--- config.mk ---
export PLATFORM = sky130hd
export DESIGN_NAME = pipe_stage_buf
export DESIGN_NICKNAME = d
export VERILOG_FILES = /design/src/rtl/pipe_pkg.sv /design/src/rtl/pipe_slot.sv /design/src/rtl/pipe_stage_buf.sv
export SDC_FILE = /design/constraint.sdc
export NUM_CORES = 1
export LEC_CHECK = 0
export BUFFER_PORTS_ARGS = -buffer_cell sky130_fd_sc_hd__buf_2
export CORE_ASPECT_RATIO = 2
export CORE_MARGIN = 1.5
export CORE_UTILIZATION = 52
export DETAILED_ROUTE_END_ITERATION = 8
export GPL_TIMING_DRIVEN = 0
export PLACE_DENSITY = 0.76
export REMOVE_ABC_BUFFERS = 1
export SYNTH_ARGS = -nofsm -noshare
export SYNTH_HDL_FRONTEND = slang
export SYNTH_SLANG_ARGS = --single-unit
--- constraint.sdc ---
create_clock -name clk -period 8 [get_ports clk]
set_input_delay 0.8 -clock clk [delete_from_list [all_inputs] [get_ports clk]]
set_output_delay 0.8 -clock clk [all_outputs]
set_load 0.05 [all_outputs]
--- src/rtl/pipe_pkg.sv ---
// Shared definitions for the elastic pipeline stages: occupancy codes and the
// payload layouts carried across IF/ID, ID/EX, EX/MEM and MEM/WB.
package pipe_pkg;

    localparam logic [1:0] OCC_EMPTY = 2'd0;
    localparam logic [1:0] OCC_ONE   = 2'd1;
    localparam logic [1:0] OCC_FULL  = 2'd2;

    typedef struct packed {
        logic [63:0] pc;
        logic [31:0] instr;
    } ifid_t;

    typedef struct packed {
        logic [63:0] pc;
        logic [63:0] rs1_val;
        logic [63:0] rs2_val;
        logic [63:0] imm;
        logic [4:0]  rd;
        logic [15:0] ctrl;
    } idex_t;

    typedef struct packed {
        logic [63:0] alu_res;
        logic [63:0] st_data;
        logic [4:0]  rd;
        logic [7:0]  ctrl;
    } exmem_t;

    typedef struct packed {
        logic [63:0] wb_data;
        logic [4:0]  rd;
        logic [3:0]  ctrl;
    } memwb_t;

    localparam int IFID_W  = $bits(ifid_t);
    localparam int IDEX_W  = $bits(idex_t);
    localparam int EXMEM_W = $bits(exmem_t);
    localparam int MEMWB_W = $bits(memwb_t);

    function automatic logic [1:0] occ_of(input logic head_v, input logic skid_v);
        case ({head_v, skid_v})
            2'b11:        occ_of = OCC_FULL;
            2'b10, 2'b01: occ_of = OCC_ONE;
            default:      occ_of = OCC_EMPTY;
        endcase
    endfunction

endpackage

--- src/rtl/pipe_slot.sv ---
// One valid+data holding register; load/clear take effect next edge, clear wins.
// No flow control of its own: the owning stage decides when to load or clear.
module pipe_slot #(
    parameter int W = 8
) (
    input  logic         clk,
    input  logic         rst_n,
    input  logic         load_i,
    input  logic         clr_i,
    input  logic [W-1:0] d_i,
    output logic         vld_o,
    output logic [W-1:0] dat_o
);

    logic         vld_q;
    logic [W-1:0] dat_q;

    always_ff @(posedge clk or negedge rst_n) begin
        if (!rst_n) begin
            vld_q <= 1'b0;
        end else if (clr_i) begin
            vld_q <= 1'b0;
        end else if (load_i) begin
            vld_q <= 1'b1;
        end
    end

    // Payload needs no reset: it is only observed while vld_q is set.
    always_ff @(posedge clk) begin
        if (load_i) begin
            dat_q <= d_i;
        end
    end

    assign vld_o = vld_q;
    assign dat_o = dat_q;

endmodule

--- src/rtl/pipe_stage_buf.sv ---
// Elastic valid/ready pipeline register with optional skid entry; 1-cycle latency.
// SKID=1: in_ready is a flop (low only while skid is full); SKID=0: in_ready = !out_valid || out_ready.
module pipe_stage_buf
    import pipe_pkg::*;
#(
    parameter int DATA_W = 64,
    parameter int SKID   = 1,
    parameter int CNT_W  = 16
) (
    input  logic              clk,
    input  logic              rst_n,
    input  logic              flush,
    input  logic              in_valid,
    output logic              in_ready,
    input  logic [DATA_W-1:0] in_data,
    output logic              out_valid,
    input  logic              out_ready,
    output logic [DATA_W-1:0] out_data,
    output logic [1:0]        occupancy,
    output logic [CNT_W-1:0]  stall_cnt,
    input  logic              stall_clr
);

    logic              head_vld, skid_vld, skid_nxt;
    logic [DATA_W-1:0] head_dat, skid_dat, head_din;
    logic              accept, emit, head_load, head_clr;
    logic              rdy_q;
    logic [CNT_W-1:0]  stall_q, stall_d;

    assign accept = in_valid && in_ready;
    assign emit   = head_vld && out_ready;

    // Draining the skid into the head takes precedence; in_ready is low then anyway.
    assign head_load = !flush && ((emit && skid_vld) || (accept && (!head_vld || emit)));
    assign head_clr  = flush || (emit && !head_load);
    assign head_din  = (emit && skid_vld) ? skid_dat : in_data;

    pipe_slot #(.W(DATA_W)) u_head (
        .clk    (clk),
        .rst_n  (rst_n),
        .load_i (head_load),
        .clr_i  (head_clr),
        .d_i    (head_din),
        .vld_o  (head_vld),
        .dat_o  (head_dat)
    );

    generate
        if (SKID != 0) begin : g_skid
            logic skid_load, skid_clr;
            assign skid_load = !flush && accept && head_vld && !emit;
            assign skid_clr  = flush || (emit && skid_vld);
            assign skid_nxt  = skid_load || (skid_vld && !skid_clr);

            pipe_slot #(.W(DATA_W)) u_skid (
                .clk    (clk),
                .rst_n  (rst_n),
                .load_i (skid_load),
                .clr_i  (skid_clr),
                .d_i    (in_data),
                .vld_o  (skid_vld),
                .dat_o  (skid_dat)
            );
        end else begin : g_noskid
            assign skid_vld = 1'b0;
            assign skid_dat = '0;
            assign skid_nxt = 1'b0;
        end
    endgenerate

    // rdy_q tracks !skid_vld one edge ahead and stays low while in reset.
    always_ff @(posedge clk or negedge rst_n) begin
        if (!rst_n) begin
            rdy_q <= 1'b0;
        end else begin
            rdy_q <= !skid_nxt;
        end
    end

    assign in_ready = (SKID != 0) ? rdy_q : (rdy_q && (!head_vld || out_ready));

    always_comb begin
        stall_d = stall_q;
        if (stall_clr) begin
            stall_d = '0;
        end else if (head_vld && !out_ready && !(&stall_q)) begin
            stall_d = stall_q + 1'b1;
        end
    end

    always_ff @(posedge clk or negedge rst_n) begin
        if (!rst_n) begin
            stall_q <= '0;
        end else begin
            stall_q <= stall_d;
        end
    end

    assign out_valid = head_vld;
    assign out_data  = head_dat;
    assign occupancy = occ_of(head_vld, skid_vld);
    assign stall_cnt = stall_q;

endmodule

==> run_results.csv <==
group,metric,value,unit
sta,fin_crit,2.412,ns
yosys,yosysSeqAreaShare,76.22,%
placed_design,place_area,6736,um2
clock_tree,clk_latency,0.41,ns
floorplan,rows,53,
critical_path,r2r_setup_slack,5.63,ns
critical_path,cp-end-kind,"flip-flop",
placed_design,dp_hpwl,8113,um
sta,skew,0.008414,ns
yosys,ys_ff_latch,147,
clock_tree,clock_sinks,147,
routing,num_vias,3460,
finish,layout_commonest_cell,"buf_2",
routing,routedWlPerCell,18.74,um
pwr,switching_share,22.52,%
yosys,synth.distinct_cells,39,
critical_path,crit_type,"input port to flip-flop",
min_path,hold_path_class,"input port to async pin",
status,status,"finished, final reports clean",
yosys,avgSynthCellArea,18.28,um2
job,cap_violations,0,
routing,vias_per_cell,5.475,
critical_path,cp_data_arrival_time,2.52,ns
critical_path,reg2regPathDepth,4,
pwr,pwr-share-comb,8.0,%
sta,finalSetupViolations,0,
clock_tree,tritoncts,"done",
clock_tree,post-cts-setup-buffers,0,
sta,hold_viol,0,
yosys,syn_inst,310,
critical_path,reg2reg_from,"u_head.vld_o$_DFFE_PN0P_",
critical_path,r2r-end,"u_head.dat_o[3]$_DFFE_PP_",
clock_tree,path_clk_slew,0.06,ns
floorplan,dieArea,11570,um2
pwr,ir_worst_vdd,0.1610,mV
floorplan,num_io_pins,154,
sta,fmax,414.6,MHz
clock_tree,cts-buffers-inserted,17,
placed_design,io_buffers,153,
yosys,syn-cell-area,5667,um2
sta,rsz0062_at_grt,"no",
routing,finalWirelength,11840,um
floorplan,design.core.area,10540,um2
finish,layout-drive-gt1-share,54.86,%
placed_design,post-place-ws,5.130,ns
floorplan,fp.dieW,76.82,um
sta,fin_ws,5.588,ns
pwr,power_leakage,2.863,nW
finish,design_area,7330,um2
global_route,grt_usage,21.07,%
sta,slew_headroom,42.20,%
finish,final_cell_mix,"buf_2 (153), edfxtp_1 (128), mux2_2 (64), dfrtp_1 (19), clkbuf_16 (17)",
routing,drtIter0Drc,195,
critical_path,cp_max_fo,18,
pwr,clkPwrFrac,43.7,%
finish,final_nets,554,
yosys,synth.yosys.warnings,0,
global_route,antenna_found_initial,1,
pwr,p_seq_share,48.3,%
pwr,p_per_area,245.3,nW/um2
floorplan,fp.dieH,150.6,um
critical_path,cp.required,8.11,ns
clock_tree,cts-resized-gates,0,
routing,drc,0,
sta,slew_viol_final,0,
critical_path,start_kind,"input port",
pwr,p_switching,0.4048,mW
finish,syn_to_final_growth,29.34,%
pwr,intPower,1.393,mW
clock_tree,cts_hold_buffers,0,
global_route,grt_first_pass_wirelength,18160,um
sta,worst_pin_slew,0.8643,ns
clock_tree,clockBufferDepth,2,
clock_tree,htreeDepth,4,
routing,drt_pass1_iterations,5,
floorplan,initial_utilization,53.74,%
placed_design,gp_congestion,0.8346,
global_route,grt_overflow,0,
clock_tree,root_buffer,"clkbuf_16",
global_route,grt_max_degree,64,
global_route,first_global_vias,3487,
sta,period_share,30.15,%
routing,ant_nets,0,
-- cells by family (layout without fill, tap and decap cells) --
logic type	after synthesis	after routing	synth area share, %
AOI/OAI and AO/OA	33	33	3.975
xor gates and xnor gates	1	1	0.1546
adders and majority gates	2	2	0.4415
buffers and inverters	15	199	1.148
DFF	147	147	76.22
muxes	64	64	12.72
other	0	1	0
and+or+nand+nor	48	48	5.344
-- synthesized netlist by cell type (all sizes together) --
master    n  area share (%)
o211a     1            0.18
o41ai     1            0.49
ha        2            0.44
edfxtp  128              68
inv       5            0.33
o211ai    1            0.13
o31ai     4            0.53
a31o      3            0.46
buf       7            0.62
and2b     1            0.13
nand4     5            0.77
nor2      2            0.13
a211oi    1            0.13
and2      1            0.11
or3       6            0.68
dfrtp    19             8.4
a31oi     2            0.22
mux2     64              13
nand2b    1            0.11
and4      3            0.53
or4       5            0.66
xor2      1            0.15
nand4b    1            0.15
clkbuf    3            0.20
nand2     8            0.53
and3      3            0.35
nor3      3            0.35
nand3     8            0.71
a21oi    13             1.2
nor4      1            0.11
o21ai     7            0.62
-- per-layer routing --
metal  part of all wire, %  vias to the layer above  GRT usage, %
li1                      -                     1580             -
met1                    37                     1720         23.44
met2                    55                      138         37.65
met3                   5.3                       22         5.455
met4                   2.6                        0         9.259
met5                     0                        -             0
-- worst max path at each step --
stage / start / slack (ns) / endpoint
after CTS: out_ready / 5.57 / u_head.dat_o[19]$_DFFE_PP_
final: out_ready / 5.59 / u_head.dat_o[3]$_DFFE_PP_
after detailed placement: out_ready / 5.13 / u_head.dat_o[5]$_DFFE_PP_
after floorplan: out_ready / 1.61 / u_head.dat_o[0]$_DFFE_PP_
after global routing: out_ready / 5.50 / u_head.dat_o[3]$_DFFE_PP_
after global placement: out_ready / -0.68 / u_head.dat_o[31]$_DFFE_PP_
-- sequential cells by signal, indices dropped and copies added (netlist names) --
name / flops
g_skid.u_skid.dat_o: 64
u_head.vld_o: 1
in_ready: 1
u_head.dat_o: 64
g_skid.u_skid.vld_o: 1
stall_cnt: 16
-- power by group through the flow --
stage | sequential (mW) | combinational, mW | clock, mW
2_1_floorplan | 0.944 | 0.0322 | 0
3_3_place_gp | 0.888 | 0.134 | 0
3_5_place_dp | 0.884 | 0.144 | 0
4_1_cts | 0.868 | 0.145 | 0.802
5_1_grt | 0.870 | 0.152 | 0.833
6_report | 0.868 | 0.145 | 0.785
-- stage by stage --
stage               hold WS (ns)  setup TNS [ns]  utilization [%]  std cells  total power [mW]
finish                    0.3411               0            69.51        632             1.798
global route              0.3589               0            69.51        632             1.854
CTS                       0.3282               0            69.49        631             1.815
detailed placement        0.5346               0            63.89        600             1.028
global placement          0.5294          -70.56            62.19        590             1.022
floorplan                 0.5044               0                -        300            0.9763
-- critical path, stage by stage --
cell and delay, ns:
buf_2 0.14, and2b_1 0.31, a211oi_4 0.77, buf_8 0.28
buf_8 0.21
-- layout make-up --
| type | instances | area (um2) |
|---|---|---|
| antenna | 1 | 2.502 |
| clock buffer | 18 | 429.2 |
| clock inverter | 13 | 161.4 |
| fill | 724 | 3214 |
| inverter | 5 | 18.77 |
| multi-input combinational | 148 | 1313 |
| sequential | 147 | 4319 |
| tap | 137 | 171.4 |
| timing repair buffer | 163 | 914.6 |
(Power assumes the default switching activity.)
